### src/rtl/alu_issue_ctrl_if.sv
// Decode, register-file and ALU signals of the issue controller.
// master: environment side (decode, register file, ALU); slave: controller side.
// Handshake: an instruction transfers on a rising edge where in_valid && in_ready;
// the source holds in_valid and all in_* fields stable until that edge.
interface alu_issue_ctrl_if #(
  parameter int DW  = 16,
  parameter int RAW = 4
);
  logic           in_valid;
  logic           in_ready;
  logic [3:0]     in_op;
  logic [RAW-1:0] in_rdest;
  logic [RAW-1:0] in_rsrc;
  logic           in_use_imm;
  logic [DW-1:0]  in_imm;

  logic [RAW-1:0] rf_raddr_a;
  logic [RAW-1:0] rf_raddr_b;
  logic [DW-1:0]  rf_rdata_a;
  logic [DW-1:0]  rf_rdata_b;
  logic           rf_we;
  logic [RAW-1:0] rf_waddr;
  logic [DW-1:0]  rf_wdata;

  logic [DW-1:0]  alu_a;
  logic [DW-1:0]  alu_b;
  logic [3:0]     alu_opcode;
  logic           alu_cin;
  logic [DW-1:0]  alu_c;
  logic [4:0]     alu_flags;

  modport master (
    output in_valid, in_op, in_rdest, in_rsrc, in_use_imm, in_imm,
    input  in_ready,
    input  rf_raddr_a, rf_raddr_b, rf_we, rf_waddr, rf_wdata,
    output rf_rdata_a, rf_rdata_b,
    input  alu_a, alu_b, alu_opcode, alu_cin,
    output alu_c, alu_flags
  );

  modport slave (
    input  in_valid, in_op, in_rdest, in_rsrc, in_use_imm, in_imm,
    output in_ready,
    output rf_raddr_a, rf_raddr_b, rf_we, rf_waddr, rf_wdata,
    input  rf_rdata_a, rf_rdata_b,
    output alu_a, alu_b, alu_opcode, alu_cin,
    input  alu_c, alu_flags
  );
endinterface

### src/rtl/alu_issue_ctrl.sv
// Four-cycle issue sequencer for the 16-bit ALU: IDLE -> READ -> EXEC -> WB.
// Owns the PSR and the retired-instruction counter; register file and ALU are external.
module alu_issue_ctrl #(
  parameter int DW  = 16,
  parameter int RAW = 4,
  parameter int CW  = 16
) (
  input  logic                 clk,
  input  logic                 reset,
  alu_issue_ctrl_if.slave      bus,
  output logic [4:0]           psr,
  output logic                 done,
  output logic                 err_illegal,
  output logic [CW-1:0]        retired,
  output logic [1:0]           state_dbg
);

  typedef enum logic [1:0] {
    S_IDLE = 2'd0,
    S_READ = 2'd1,
    S_EXEC = 2'd2,
    S_WB   = 2'd3
  } state_t;

  localparam logic [3:0] OP_NOP  = 4'b0000;
  localparam logic [3:0] OP_AND  = 4'b0001;
  localparam logic [3:0] OP_OR   = 4'b0010;
  localparam logic [3:0] OP_XOR  = 4'b0011;
  localparam logic [3:0] OP_LSH  = 4'b0100;
  localparam logic [3:0] OP_ADD  = 4'b0101;
  localparam logic [3:0] OP_ADDU = 4'b0110;
  localparam logic [3:0] OP_ADDC = 4'b0111;
  localparam logic [3:0] OP_SUB  = 4'b1001;
  localparam logic [3:0] OP_CMP  = 4'b1011;
  localparam logic [3:0] OP_ASHU = 4'b1100;

  function automatic logic op_writes(input logic [3:0] op);
    return (op == OP_AND) || (op == OP_OR) || (op == OP_XOR) || (op == OP_LSH) ||
           (op == OP_ADD) || (op == OP_ADDU) || (op == OP_ADDC) || (op == OP_SUB) ||
           (op == OP_ASHU);
  endfunction

  function automatic logic op_sets_flags(input logic [3:0] op);
    return (op == OP_ADD) || (op == OP_ADDU) || (op == OP_ADDC) ||
           (op == OP_SUB) || (op == OP_CMP);
  endfunction

  function automatic logic op_legal(input logic [3:0] op);
    return op_writes(op) || (op == OP_NOP) || (op == OP_CMP);
  endfunction

  state_t         state_q, state_d;
  logic [3:0]     op_q, op_d;
  logic [RAW-1:0] rdest_q, rdest_d;
  logic [RAW-1:0] rsrc_q, rsrc_d;
  logic           use_imm_q, use_imm_d;
  logic [DW-1:0]  imm_q, imm_d;
  logic [DW-1:0]  res_q, res_d;
  logic [4:0]     flags_q, flags_d;
  logic [4:0]     psr_q, psr_d;
  logic [CW-1:0]  retired_q, retired_d;
  logic [DW-1:0]  src_opnd;
  logic           wb_write;

  always_ff @(posedge clk) begin
    if (reset) begin
      state_q   <= S_IDLE;
      op_q      <= '0;
      rdest_q   <= '0;
      rsrc_q    <= '0;
      use_imm_q <= 1'b0;
      imm_q     <= '0;
      res_q     <= '0;
      flags_q   <= '0;
      psr_q     <= '0;
      retired_q <= '0;
    end else begin
      state_q   <= state_d;
      op_q      <= op_d;
      rdest_q   <= rdest_d;
      rsrc_q    <= rsrc_d;
      use_imm_q <= use_imm_d;
      imm_q     <= imm_d;
      res_q     <= res_d;
      flags_q   <= flags_d;
      psr_q     <= psr_d;
      retired_q <= retired_d;
    end
  end

  always_comb begin
    state_d        = state_q;
    op_d           = op_q;
    rdest_d        = rdest_q;
    rsrc_d         = rsrc_q;
    use_imm_d      = use_imm_q;
    imm_d          = imm_q;
    res_d          = res_q;
    flags_d        = flags_q;
    psr_d          = psr_q;
    retired_d      = retired_q;
    src_opnd       = use_imm_q ? imm_q : bus.rf_rdata_b;
    wb_write       = op_writes(op_q);
    bus.in_ready   = 1'b0;
    bus.rf_raddr_a = '0;
    bus.rf_raddr_b = '0;
    bus.rf_we      = 1'b0;
    bus.rf_waddr   = '0;
    bus.rf_wdata   = '0;
    bus.alu_a      = '0;
    bus.alu_b      = '0;
    bus.alu_opcode = '0;
    done           = 1'b0;
    err_illegal    = 1'b0;

    case (state_q)
      S_IDLE: begin
        bus.in_ready = 1'b1;
        if (bus.in_valid) begin
          op_d      = bus.in_op;
          rdest_d   = bus.in_rdest;
          rsrc_d    = bus.in_rsrc;
          use_imm_d = bus.in_use_imm;
          imm_d     = bus.in_imm;
          state_d   = S_READ;
        end
      end
      S_READ: begin
        bus.rf_raddr_a = rdest_q;
        bus.rf_raddr_b = rsrc_q;
        state_d        = S_EXEC;
      end
      S_EXEC: begin
        // Shifts take the shift amount on A and the value being shifted on B.
        if ((op_q == OP_LSH) || (op_q == OP_ASHU)) begin
          bus.alu_a = src_opnd;
          bus.alu_b = bus.rf_rdata_a;
        end else begin
          bus.alu_a = bus.rf_rdata_a;
          bus.alu_b = src_opnd;
        end
        bus.alu_opcode = op_q;
        res_d          = bus.alu_c;
        flags_d        = bus.alu_flags;
        state_d        = S_WB;
      end
      S_WB: begin
        bus.rf_we = wb_write;
        if (wb_write) begin
          bus.rf_waddr = rdest_q;
          bus.rf_wdata = res_q;
        end
        if (op_sets_flags(op_q)) begin
          psr_d = flags_q;
        end
        done        = 1'b1;
        err_illegal = !op_legal(op_q);
        retired_d   = retired_q + CW'(1);
        state_d     = S_IDLE;
      end
      default: state_d = S_IDLE;
    endcase
  end

  // ADDC sees the carry left by the last flag-updating instruction.
  assign bus.alu_cin = psr_q[3];
  assign psr         = psr_q;
  assign retired     = retired_q;
  assign state_dbg   = state_q;

endmodule

### src/flat_wrapper.sv
// flat-port wrapper written by rule: the top's interface ports become plain ports
module alu_issue_ctrl_flat 
#(
  parameter int DW  = 16,
  parameter int RAW = 4,
  parameter int CW  = 16
)
  (clk, reset, psr, done, err_illegal, retired, state_dbg, bus_in_valid, bus_in_op, bus_in_rdest, bus_in_rsrc, bus_in_use_imm, bus_in_imm, bus_in_ready, bus_rf_raddr_a, bus_rf_raddr_b, bus_rf_we, bus_rf_waddr, bus_rf_wdata, bus_rf_rdata_a, bus_rf_rdata_b, bus_alu_a, bus_alu_b, bus_alu_opcode, bus_alu_cin, bus_alu_c, bus_alu_flags);
  alu_issue_ctrl_if #(.DW(DW), .RAW(RAW)) bus_i ();
  input  logic clk;
  input  logic reset;
  output logic [4:0] psr;
  output logic done;
  output logic err_illegal;
  output logic [CW-1:0] retired;
  output logic [1:0] state_dbg;
  input wire logic [$bits(bus_i.in_valid)-1:0] bus_in_valid;
  input wire logic [$bits(bus_i.in_op)-1:0] bus_in_op;
  input wire logic [$bits(bus_i.in_rdest)-1:0] bus_in_rdest;
  input wire logic [$bits(bus_i.in_rsrc)-1:0] bus_in_rsrc;
  input wire logic [$bits(bus_i.in_use_imm)-1:0] bus_in_use_imm;
  input wire logic [$bits(bus_i.in_imm)-1:0] bus_in_imm;
  output wire logic [$bits(bus_i.in_ready)-1:0] bus_in_ready;
  output wire logic [$bits(bus_i.rf_raddr_a)-1:0] bus_rf_raddr_a;
  output wire logic [$bits(bus_i.rf_raddr_b)-1:0] bus_rf_raddr_b;
  output wire logic [$bits(bus_i.rf_we)-1:0] bus_rf_we;
  output wire logic [$bits(bus_i.rf_waddr)-1:0] bus_rf_waddr;
  output wire logic [$bits(bus_i.rf_wdata)-1:0] bus_rf_wdata;
  input wire logic [$bits(bus_i.rf_rdata_a)-1:0] bus_rf_rdata_a;
  input wire logic [$bits(bus_i.rf_rdata_b)-1:0] bus_rf_rdata_b;
  output wire logic [$bits(bus_i.alu_a)-1:0] bus_alu_a;
  output wire logic [$bits(bus_i.alu_b)-1:0] bus_alu_b;
  output wire logic [$bits(bus_i.alu_opcode)-1:0] bus_alu_opcode;
  output wire logic [$bits(bus_i.alu_cin)-1:0] bus_alu_cin;
  input wire logic [$bits(bus_i.alu_c)-1:0] bus_alu_c;
  input wire logic [$bits(bus_i.alu_flags)-1:0] bus_alu_flags;
  assign bus_i.in_valid = bus_in_valid;
  assign bus_i.in_op = bus_in_op;
  assign bus_i.in_rdest = bus_in_rdest;
  assign bus_i.in_rsrc = bus_in_rsrc;
  assign bus_i.in_use_imm = bus_in_use_imm;
  assign bus_i.in_imm = bus_in_imm;
  assign bus_in_ready = bus_i.in_ready;
  assign bus_rf_raddr_a = bus_i.rf_raddr_a;
  assign bus_rf_raddr_b = bus_i.rf_raddr_b;
  assign bus_rf_we = bus_i.rf_we;
  assign bus_rf_waddr = bus_i.rf_waddr;
  assign bus_rf_wdata = bus_i.rf_wdata;
  assign bus_i.rf_rdata_a = bus_rf_rdata_a;
  assign bus_i.rf_rdata_b = bus_rf_rdata_b;
  assign bus_alu_a = bus_i.alu_a;
  assign bus_alu_b = bus_i.alu_b;
  assign bus_alu_opcode = bus_i.alu_opcode;
  assign bus_alu_cin = bus_i.alu_cin;
  assign bus_i.alu_c = bus_alu_c;
  assign bus_i.alu_flags = bus_alu_flags;
  alu_issue_ctrl #(.DW(DW), .RAW(RAW), .CW(CW)) u_core (.clk(clk), .reset(reset), .bus(bus_i), .psr(psr), .done(done), .err_illegal(err_illegal), .retired(retired), .state_dbg(state_dbg));
endmodule
### config.mk
export PLATFORM = sky130hd
export DESIGN_NAME = alu_issue_ctrl_flat
export DESIGN_NICKNAME = d
export VERILOG_FILES = /design/src/rtl/alu_issue_ctrl_if.sv /design/src/rtl/alu_issue_ctrl.sv /design/src/flat_wrapper.sv
export SDC_FILE = /design/constraint.sdc
export NUM_CORES = 1
export LEC_CHECK = 0
export BUFFER_PORTS_ARGS = -buffer_cell sky130_fd_sc_hd__buf_2
export CAP_MARGIN = 5
export CORE_MARGIN = 2
export CORE_UTILIZATION = 50
export CTS_CLUSTER_DIAMETER = 40
export DETAILED_ROUTE_END_ITERATION = 10
export GPL_TIMING_DRIVEN = 0
export PLACE_DENSITY = 0.85
export SYNTH_ARGS = -nofsm -noshare
export SYNTH_HDL_FRONTEND = slang
export SYNTH_SLANG_ARGS = --single-unit
### constraint.sdc
create_clock -name clk -period 5.1 [get_ports clk]
set_input_delay 0.51 -clock clk [delete_from_list [all_inputs] [get_ports clk]]
set_output_delay 0.51 -clock clk [all_outputs]
set_load 0.03 [all_outputs]
==> results of run 1 <==
cell families (layout without fill, tap and decap cells):
logic type | Yosys count | in the layout | synth area share [%]
multiplexers | 44 | 44 | 11.9
XOR/XNOR | 12 | 12 | 2.83
flip-flops | 73 | 73 | 39.3
AO/OA/AOI/OAI | 73 | 73 | 14.5
adder cells (fa/ha/maj) | 5 | 5 | 1.68
buffers and inverters | 42 | 234 | 4.48
AND/OR/NAND/NOR | 203 | 203 | 25.3
worst paths after layout:
| check | slack, ns | depth (start not counted) | to | from |
|---|---|---|---|---|
| worst min-delay path | 0.40 | 3 | u_core.res_q[4]$_SDFFE_PP0P_ | bus_alu_c[4] |
| worst min register to register | 0.46 | 2 | u_core.imm_q[14]$_SDFFE_PP0P_ | u_core.imm_q[14]$_SDFFE_PP0P_ |
| worst max register to register | 2.96 | 6 | u_core.retired[15]$_SDFFE_PP0P_ | u_core.state_dbg[0]$_SDFFE_PP0P_ |
| worst max-delay path | 2.02 | 7 | bus_alu_b[3] | u_core.state_dbg[0]$_SDFFE_PP0P_ |
metrics by stage:
stage / instance area [sq um] / hold slack, ns / utilization, %
final: 4940 / 0.399 / 68.4
after global routing: 4940 / 0.394 / 68.4
after CTS: 4940 / 0.388 / 68.4
after detailed placement: 4720 / 0.446 / 65.4
after global placement: 4720 / 0.439 / 65.4
after floorplan: 3710 / 0.432 / -
critical path, delay by kind of cell, from the launching register on:
family          cells  cell delay [ns]
buf+inv             5             1.48
fa+ha+maj           1             0.15
flops               1             0.36
compound gates      1             0.24
flip-flops by register name, summed over array words and instances, names as in the netlist:
signal            count
u_core.psr            5
u_core.state_dbg      2
u_core.rdest_q        4
u_core.use_imm_q      1
u_core.op_q           4
u_core.imm_q         16
u_core.flags_q        5
u_core.res_q         16
u_core.retired       16
u_core.rsrc_q         4
power groups by stage:
stage               combinational, W  clock [W]  sequential, W
global placement            0.000827          0       0.000721
floorplan                   0.000598          0       0.000730
CTS                         0.000855   0.000507       0.000715
global route                0.000932   0.000534       0.000727
detailed placement          0.000850          0       0.000728
finish                      0.000854   0.000497       0.000716
metal layers:
| layer | vias up | share of wire, % | GRT usage, % |
|---|---|---|---|
| li1 | 1884 | - | - |
| met1 | 1802 | 41 | 30.4 |
| met2 | 159 | 50 | 48.3 |
| met3 | 24 | 6.0 | 4.78 |
| met4 | 0 | 2.3 | 10.5 |
| met5 | - | 0 | 0 |
synthesized netlist by cell type (all sizes together):
cell type and n:
ha 5, inv 6, nand2 99, a21oi 33
nand4 4, nor4 4, nor3b 2, xor2 5
and3 1, or4 1, xnor2 7, o211a 32
a21o 1, buf 8, dfxtp 73, nor2 40
or3 3, o211ai 1, clkbuf 28, a211oi 1
o21a 1, and2 34, o21ai 3, o31ai 1
nor3 1, nand2b 11, mux2i 44, nand3 3
area by class of cell:
type                    instances  share of cell area (%)
well taps                      99                    2.51
clock inverters                 6                    1.82
flip-flops and latches         73                    29.6
inverters                       6                   0.456
multi-input cells             337                    42.3
plain buffers                  36                    2.91
repair buffers                176                    17.8
clock buffers                  10                    2.58
==> impl_metrics.yaml, run 1 <==
run_status:
  run_status: "completed"
power_and_ir_drop:
  p_leak_nw: 2.60
  p_int_w: 0.00123
  comb_power_share_pct: 41.3
  ir_drop_v: 0.000197
  power.switching_w: 0.000840
  post-layout-total-power_w: 0.00207
  swShare_pct: 40.6
  powerDensity_mw_per_mm2: 419
  seq_power_share_pct: 34.6
  power_frac_clock_pct: 24.0
clock_network:
  numCtsBuffers: 9
  cts.repair.resized: 0
  cts_root_buffer: "sky130_fd_sc_hd__clkbuf_8"
  clock_latency_ns: 0.34
  cts.reportedPaths.clkPinSlew_ns: 0.08
  htreeDepth: 3
  tritoncts: "done"
  hold_buffers: 0
  cts.path.max_buffers: 2
  post-cts-setup-buffer-count: 0
  cts_num_sinks: 73
grt:
  grt_first_pass_wirelength_mm: 17.6
  grt_start_max_net_pins: 14
  first_global_vias: 3752
  globalRoute.totalOverflow: 0
  grt_antenna_before_repair: 0
  globalRouteTotalUtil_pct: 26.5
timing:
  tcrit_tclk_final_pct: 60.5
  finalSetupTns_ns: 0
  hold_violations: 0
  tightestPinTransition_ns: 0.724
  max_freq_mhz: 324
  worst_slew_margin_rel_pct: 51.8
  rsz_0062_raised_after_global_routing: "no"
  fin_worst_skew_ns: 0.00835
  maxSlewViolCount: 0
  report.final.setup_viol: 0
  final.min_clock_period_ns: 3.08
  final_critical_path_setup_slack_ns: 2.02
place:
  placement.setup.worst_slack_ns: 2.40
  place_inst: 727
  gpl_congestion: 0.889
  dp_hpwl_mm: 8.31
  place.port_buffers: 176
critical_path:
  timing.critical_path.to_type: "output port"
  highest_cell_delay_on_the_worst_timing_path_ns: 0.53
  critical_path_peak_fanout: 10
  setup_crit_start_kind: "flop"
  critical_path_cell_by_cell: "inv_1 -> ha_1 -> clkbuf_1 -> clkbuf_1 -> buf_1 -> o211a_1 -> buf_2"
  setup.worst_path.class: "flop to output port"
  critical-path-top-cell-by-count: "sky130_fd_sc_hd__clkbuf_1"
  critical-path-slowest-cell: "sky130_fd_sc_hd__clkbuf_1"
  worst-endpoint-arrival_ns: 2.57
  required_ns: 4.59
finish:
  layout_common_cells: "sky130_fd_sc_hd__buf_2, sky130_fd_sc_hd__nand2_1, sky130_fd_sc_hd__dfxtp_1, sky130_fd_sc_hd__mux2i_1, sky130_fd_sc_hd__nor2_1"
  layout.cells.non_filler: 743
  layout-drive-gt1-share_pct: 30.6
  layout.cells.most_common: "sky130_fd_sc_hd__buf_2"
  area_growth_syn_to_layout_pct: 32.9
  fillers: 643
  final_net_count: 729
  multi_input_comb_area_sq_mm: 0.00209
  antenna_cells: 0
  final-seq-area_sq_mm: 0.00146
synthesis:
  yosys_warnings: 0
  synth_top_cell_by_area: "sky130_fd_sc_hd__dfxtp_1"
  synth.top_cells.by_area: "sky130_fd_sc_hd__dfxtp_1, sky130_fd_sc_hd__mux2i_1, sky130_fd_sc_hd__nand2_1, sky130_fd_sc_hd__o211a_1, sky130_fd_sc_hd__and2_1"
  synth_nets: 542
  netlist_instances: 452
  synth.yosys.seq_area_share_pct: 39.3
  synth_top_cell_area_share_pct: 39.3
  synth.avg_cell_area_sq_um: 8.22
  synth_area_sq_mm: 0.00371
  synth_cell_types: 32
  yosys_register_bits: 73
die:
  initial_core_util_pct: 51.5
  placement_rows: 31
  die-area_sq_mm: 0.00814
  ioPinCount: 177
  die_h_um: 90.2
  chipWidth_um: 90.2
  coreArea_sq_mm: 0.00721
drt:
  drt-vias-per-instance: 5.21
  antenna_violating_nets_post_route: 0
  drt_first_iter_violations: 204
  vias: 3869
  post-route-drc-count: 0
  route.detailed.wl_per_inst_um: 14.7
  detail_route.wirelength_mm: 10.9
  drt_pass1_iterations: 5
hold_path:
  worst_hold_path_type: "input pin to flop"
flow_run:
  max_cap_viol_count: 0
Power figures use the tool's default switching activity.
==> run 2: changes to the inputs <==
Settings changed: CORE_UTILIZATION 50 to 42, PLACE_DENSITY 0.85 to 0.76.
Clock period 5.1 ns to 2.5 ns, I/O delays scaled along.
==> run 2 against run 1 <==
  * Via count fell by 2.2%
  * Register-to-register slack got worse by 2.6 ns
  * Die area is 18% higher
  * Global-route usage down 4.1 points
  * Largest cell class unchanged
==> impl_metrics.yaml, run 2 (synthesis gave the netlist of run 1 again) <==
power_and_ir_drop:
  seq_power_share_pct: 35.9
  ir_drop_v: 0.000285
  p_leak_nw: 2.60
  swShare_pct: 41.7
  power.switching_w: 0.00171
  comb_power_share_pct: 42.3
  powerDensity_mw_per_mm2: 835
  power_frac_clock_pct: 21.8
  p_int_w: 0.00240
timing:
  final.min_clock_period_ns: 2.33
  rsz_0062_raised_after_global_routing: "no"
  max_freq_mhz: 429
  finalSetupTns_ns: 0
  maxSlewViolCount: 0
  worst_slew_margin_rel_pct: 53.0
  fin_worst_skew_ns: 0.00688
  tightestPinTransition_ns: 0.706
  report.final.setup_viol: 0
  hold_violations: 0
  tcrit_tclk_final_pct: 93.3
run_status:
  run_status: "completed"
die:
  ioPinCount: 177
  die_h_um: 98.0
  chipWidth_um: 98.0
  placement_rows: 34
  initial_core_util_pct: 43.0
  coreArea_sq_mm: 0.00864
  die-area_sq_mm: 0.00961
clock_network:
  clock_latency_ns: 0.34
  cts_num_sinks: 73
  tritoncts: "done"
  cts.reportedPaths.clkPinSlew_ns: 0.08
  cts.path.max_buffers: 2
  hold_buffers: 0
  cts_root_buffer: "sky130_fd_sc_hd__clkbuf_8"
  numCtsBuffers: 9
  htreeDepth: 3
drt:
  post-route-drc-count: 0
  drt_pass1_iterations: 4
  drt-vias-per-instance: 5.05
  route.detailed.wl_per_inst_um: 14.7
  drt_first_iter_violations: 84
  vias: 3782
  detail_route.wirelength_mm: 11.0
  antenna_violating_nets_post_route: 0
grt:
  grt_antenna_before_repair: 0
  globalRoute.totalOverflow: 0
  grt_first_pass_wirelength_mm: 17.3
  globalRouteTotalUtil_pct: 22.4
  first_global_vias: 3618
  grt_start_max_net_pins: 13
finish:
  finish.instance_area_sq_mm: 0.00492
  fillers: 849
  layout_common_cells: "sky130_fd_sc_hd__buf_2, sky130_fd_sc_hd__nand2_1, sky130_fd_sc_hd__dfxtp_1, sky130_fd_sc_hd__mux2i_1, sky130_fd_sc_hd__nor2_1"
  area_growth_syn_to_layout_pct: 32.5
  final_net_count: 727
  antenna_cells: 0
  layout.cells.most_common: "sky130_fd_sc_hd__buf_2"
  layout-drive-gt1-share_pct: 31.8
flow_run:
  max_cap_viol_count: 0
hold_path:
  worst_hold_path_type: "input pin to flop"
critical_path:
  required_ns: 2.25
  timing.critical_path.to_type: "output port"
  critical_path_peak_fanout: 10
  setup_crit_start_kind: "flop"
  setup.worst_path.class: "flop to output port"
  worst-endpoint-arrival_ns: 2.08
place:
  placement.cell_area_sq_mm: 0.00473
  gpl_congestion: 0.833
  dp_hpwl_mm: 8.41
  place.port_buffers: 176
run 2: worst max-delay path, cell delays in order (launching register included):
cell,delay [ns]
sky130_fd_sc_hd__dfxtp_1,0.36
sky130_fd_sc_hd__inv_1,0.10
sky130_fd_sc_hd__ha_1,0.14
sky130_fd_sc_hd__clkbuf_1,0.20
sky130_fd_sc_hd__clkbuf_4,0.29
sky130_fd_sc_hd__buf_2,0.27
sky130_fd_sc_hd__o211a_1,0.19
sky130_fd_sc_hd__buf_2,0.19
run 2: worst paths after layout:
kind,start,end,slack [ns],cells after the start
hold / removal,bus_in_rdest[3],u_core.rdest_q[3]$_SDFFE_PP0P_,0.14,3
setup / recovery,u_core.state_dbg[0]$_SDFFE_PP0P_,bus_alu_a[13],0.17,7
hold reg to reg,u_core.rsrc_q[0]$_SDFFE_PP0P_,u_core.rsrc_q[0]$_SDFFE_PP0P_,0.45,2
setup reg to reg,u_core.state_dbg[0]$_SDFFE_PP0P_,u_core.retired[15]$_SDFFE_PP0P_,0.39,6
run 2: per-stage QoR:
step	total power, W	hold slack, ns	setup WS, ns	cells	util (%)
floorplan	0.00271	0.386	0.0381	452	-
global placement	0.00318	0.438	0.0222	736	54.8
detailed placement	0.00323	0.445	0.0372	736	54.8
CTS	0.00413	0.124	0.0131	751	57.0
global route	0.00435	0.132	0.00884	749	57.0
finish	0.00411	0.137	0.168	749	57.0
run 2: per-layer routing:
layer | wire [um] | track usage [%] | vias to the layer above
met5 | 0 | 0 | -
met4 | 179 | 7.48 | 0
met3 | 691 | 4.08 | 15
met2 | 5470 | 39.8 | 132
met1 | 4650 | 27.1 | 1755
li1 | - | - | 1880
run 2: cell type report:
cell class,instances,area [sq um],share of cell area (%)
multi-input combinational,337,2090,42.4
sequential,73,1460,29.7
timing repair buffer,176,881,17.9
buffer,34,149,3.03
tap,108,135,2.75
clock buffer,10,128,2.59
clock inverter,5,57.6,1.17
inverter,6,22.5,0.458
run 2: repair_timing:
item,CTS,global route
setup buffers,0,0
pin swaps,0,0
setup endpoints to repair,21,49
hold endpoints to repair,0,0
gates resized for setup,4,10
run 2: power groups by stage:
| stage | Sequential, W | Clock, W | Combinational [W] |
|---|---|---|---|
| after floorplan | 0.00149 | 0 | 0.00122 |
| after global placement | 0.00147 | 0 | 0.00171 |
| after detailed placement | 0.00148 | 0 | 0.00175 |
| after CTS | 0.00146 | 0.000916 | 0.00176 |
| after global routing | 0.00150 | 0.000971 | 0.00188 |
| final | 0.00147 | 0.000895 | 0.00174 |
==> run 3: changes to the inputs <==
Settings changed: BUFFER_PORTS_ARGS -buffer_cell sky130_fd_sc_hd__buf_2 to -buffer_cell sky130_fd_sc_hd__clkbuf_2, CELL_PAD_IN_SITES_DETAIL_PLACEMENT set to 1, CELL_PAD_IN_SITES_GLOBAL_PLACEMENT set to 1, CORE_UTILIZATION 42 to 29, PLACE_DENSITY 0.76 to not set, PLACE_DENSITY_LB_ADDON set to 0.1.
==> run 3 against run 2 <==
  * Cell area is 4.0% higher
  * Non-clock buffer count stayed put
  * First-iteration DRC count is 100% higher
  * Sequential share of layout area is 1.1 points lower
  * Critical endpoint is now bus_rf_wdata[8]
  * Largest cell class unchanged
==> impl_metrics.yaml, run 3 (synthesis gave the netlist of run 1 again) <==
run_status:
  run_status: "completed"
critical_path:
  critical-path-slowest-cell: "sky130_fd_sc_hd__dfxtp_1"
  critical_path_cell_by_cell: "ha_1 -> buf_4 -> o31ai_1 -> a21oi_1 -> buf_2 -> and2_1 -> clkbuf_2"
  required_ns: 2.25
  setup_crit_start_kind: "flop"
  worst-endpoint-arrival_ns: 2.11
  timing.critical_path.to_type: "output port"
  setup.worst_path.class: "flop to output port"
  path_delay_family: "buffers and inverters"
  critical_path_peak_fanout: 10
  highest_cell_delay_on_the_worst_timing_path_ns: 0.41
  critical_path_buf_inv_count: 3
grt:
  first_global_vias: 3740
  grt_start_max_net_pins: 12
  globalRouteTotalUtil_pct: 18.2
  grt_first_pass_wirelength_mm: 19.1
  globalRoute.totalOverflow: 0
  grt_antenna_before_repair: 0
finish:
  finish.instance_area_sq_mm: 0.00512
  layout_common_cells: "sky130_fd_sc_hd__clkbuf_2, sky130_fd_sc_hd__nand2_1, sky130_fd_sc_hd__dfxtp_1, sky130_fd_sc_hd__mux2i_1, sky130_fd_sc_hd__nor2_1"
  layout.cells.most_common: "sky130_fd_sc_hd__clkbuf_2"
  area_growth_syn_to_layout_pct: 37.8
  layout-drive-gt1-share_pct: 31.8
  final_net_count: 727
  antenna_cells: 0
  fillers: 1576
die:
  placement_rows: 41
  ioPinCount: 177
  coreArea_sq_mm: 0.0126
  initial_core_util_pct: 29.6
  die-area_sq_mm: 0.0137
  die_h_um: 117
  chipWidth_um: 117
timing:
  worst_slew_margin_rel_pct: 51.9
  final_critical_path_setup_slack_ns: 0.142
  tcrit_tclk_final_pct: 94.3
  fin_worst_skew_ns: 0.00515
  rsz_0062_raised_after_global_routing: "no"
  hold_violations: 0
  report.final.setup_viol: 0
  max_freq_mhz: 424
  final.min_clock_period_ns: 2.36
  tightestPinTransition_ns: 0.721
  maxSlewViolCount: 0
hold_path:
  worst_hold_path_type: "input pin to flop"
drt:
  route.detailed.wl_per_inst_um: 15.6
  post-route-drc-count: 0
  drt_pass1_iterations: 4
  drt_first_iter_violations: 168
  vias: 3791
  drt-vias-per-instance: 4.66
  antenna_violating_nets_post_route: 0
  detail_route.wirelength_mm: 12.7
clock_network:
  clock_latency_ns: 0.33
  post-cts-setup-buffer-count: 0
  cts_root_buffer: "sky130_fd_sc_hd__clkbuf_16"
  tritoncts: "done"
  cts.path.max_buffers: 2
  cts.reportedPaths.clkPinSlew_ns: 0.06
  numCtsBuffers: 9
  htreeDepth: 3
  cts_num_sinks: 73
power_and_ir_drop:
  seq_power_share_pct: 32.2
  comb_power_share_pct: 38.9
  swShare_pct: 39.4
  p_leak_nw: 2.60
  power_frac_clock_pct: 28.9
  ir_drop_v: 0.000329
  p_int_w: 0.00277
  power.switching_w: 0.00180
  powerDensity_mw_per_mm2: 893
place:
  placement.cell_area_sq_mm: 0.00481
  placement.setup.worst_slack_ns: -0.140
  place.port_buffers: 176
  gpl_congestion: 0.751
  dp_hpwl_mm: 9.65
flow_run:
  max_cap_viol_count: 0
-- run 3: changes by cell type in the layout (fill, tap and decap cells not counted), sizes merged --
cell	delta
clkbuf	+178
buf	-175
clkinvlp	-2
clkinv	-1
-- run 3: layer usage --
metal | vias to the layer above | GRT usage [%] | routed length, um
li1 | 1886 | - | -
met5 | - | 0 | 0
met4 | 0 | 5.25 | 124
met2 | 102 | 31.0 | 6240
met3 | 9 | 4.27 | 753
met1 | 1794 | 23.0 | 5570
-- run 3: worst paths after layout --
kind	cells after the start	start	slack, ns	end
worst max-delay path	7	u_core.state_dbg[0]$_SDFFE_PP0P_	0.14	bus_rf_wdata[8]
worst min-delay path	3	bus_in_imm[10]	0.14	u_core.imm_q[10]$_SDFFE_PP0P_
worst max register to register	6	u_core.state_dbg[0]$_SDFFE_PP0P_	0.31	u_core.retired[15]$_SDFFE_PP0P_
worst min register to register	2	u_core.imm_q[7]$_SDFFE_PP0P_	0.46	u_core.imm_q[7]$_SDFFE_PP0P_
-- run 3: stage by stage --
stage	power [W]	utilization, %	hold slack (ns)	std cells	TNS [ns]
after CTS	0.00465	40.7	0.124	815	0
after global routing	0.00488	40.7	0.130	813	0
final	0.00457	40.7	0.137	813	0
after detailed placement	0.00329	38.3	0.452	800	-2.35
after floorplan	0.00271	-	0.386	452	0
after global placement	0.00325	38.3	0.440	800	-1.91
-- run 3: final cells by class --
cell class | count | area [sq um] | area share, %
timing repair buffer | 176 | 881 | 17.2
tap | 172 | 215 | 4.21
buffer | 34 | 153 | 2.98
clock inverter | 2 | 37.5 | 0.733
multi-input combinational | 337 | 2090 | 40.8
sequential | 73 | 1460 | 28.6
clock buffer | 13 | 260 | 5.09
inverter | 6 | 22.5 | 0.440
-- run 3: what timing repair did --
action,4_1_cts,5_1_grt
gates resized for setup,9,5
endpoints found under the setup margin,48,35
hold buffers,0,0
-- run 3: power by group through the flow --
stage               Clock (W)  Sequential (W)  Combinational [W]
finish                0.00132         0.00147            0.00178
global route          0.00142         0.00150            0.00196
CTS                   0.00136         0.00146            0.00182
detailed placement          0         0.00149            0.00181
global placement            0         0.00148            0.00177
floorplan                   0         0.00149            0.00122
-- run 3: worst reg2reg max path, stage by stage, from the launching register on --
cell	delay, ns
sky130_fd_sc_hd__dfxtp_1	0.41
sky130_fd_sc_hd__ha_1	0.23
sky130_fd_sc_hd__buf_4	0.19
sky130_fd_sc_hd__nand4_1	0.21
sky130_fd_sc_hd__or4_4	0.59
sky130_fd_sc_hd__or3_1	0.36
sky130_fd_sc_hd__a21oi_1	0.13
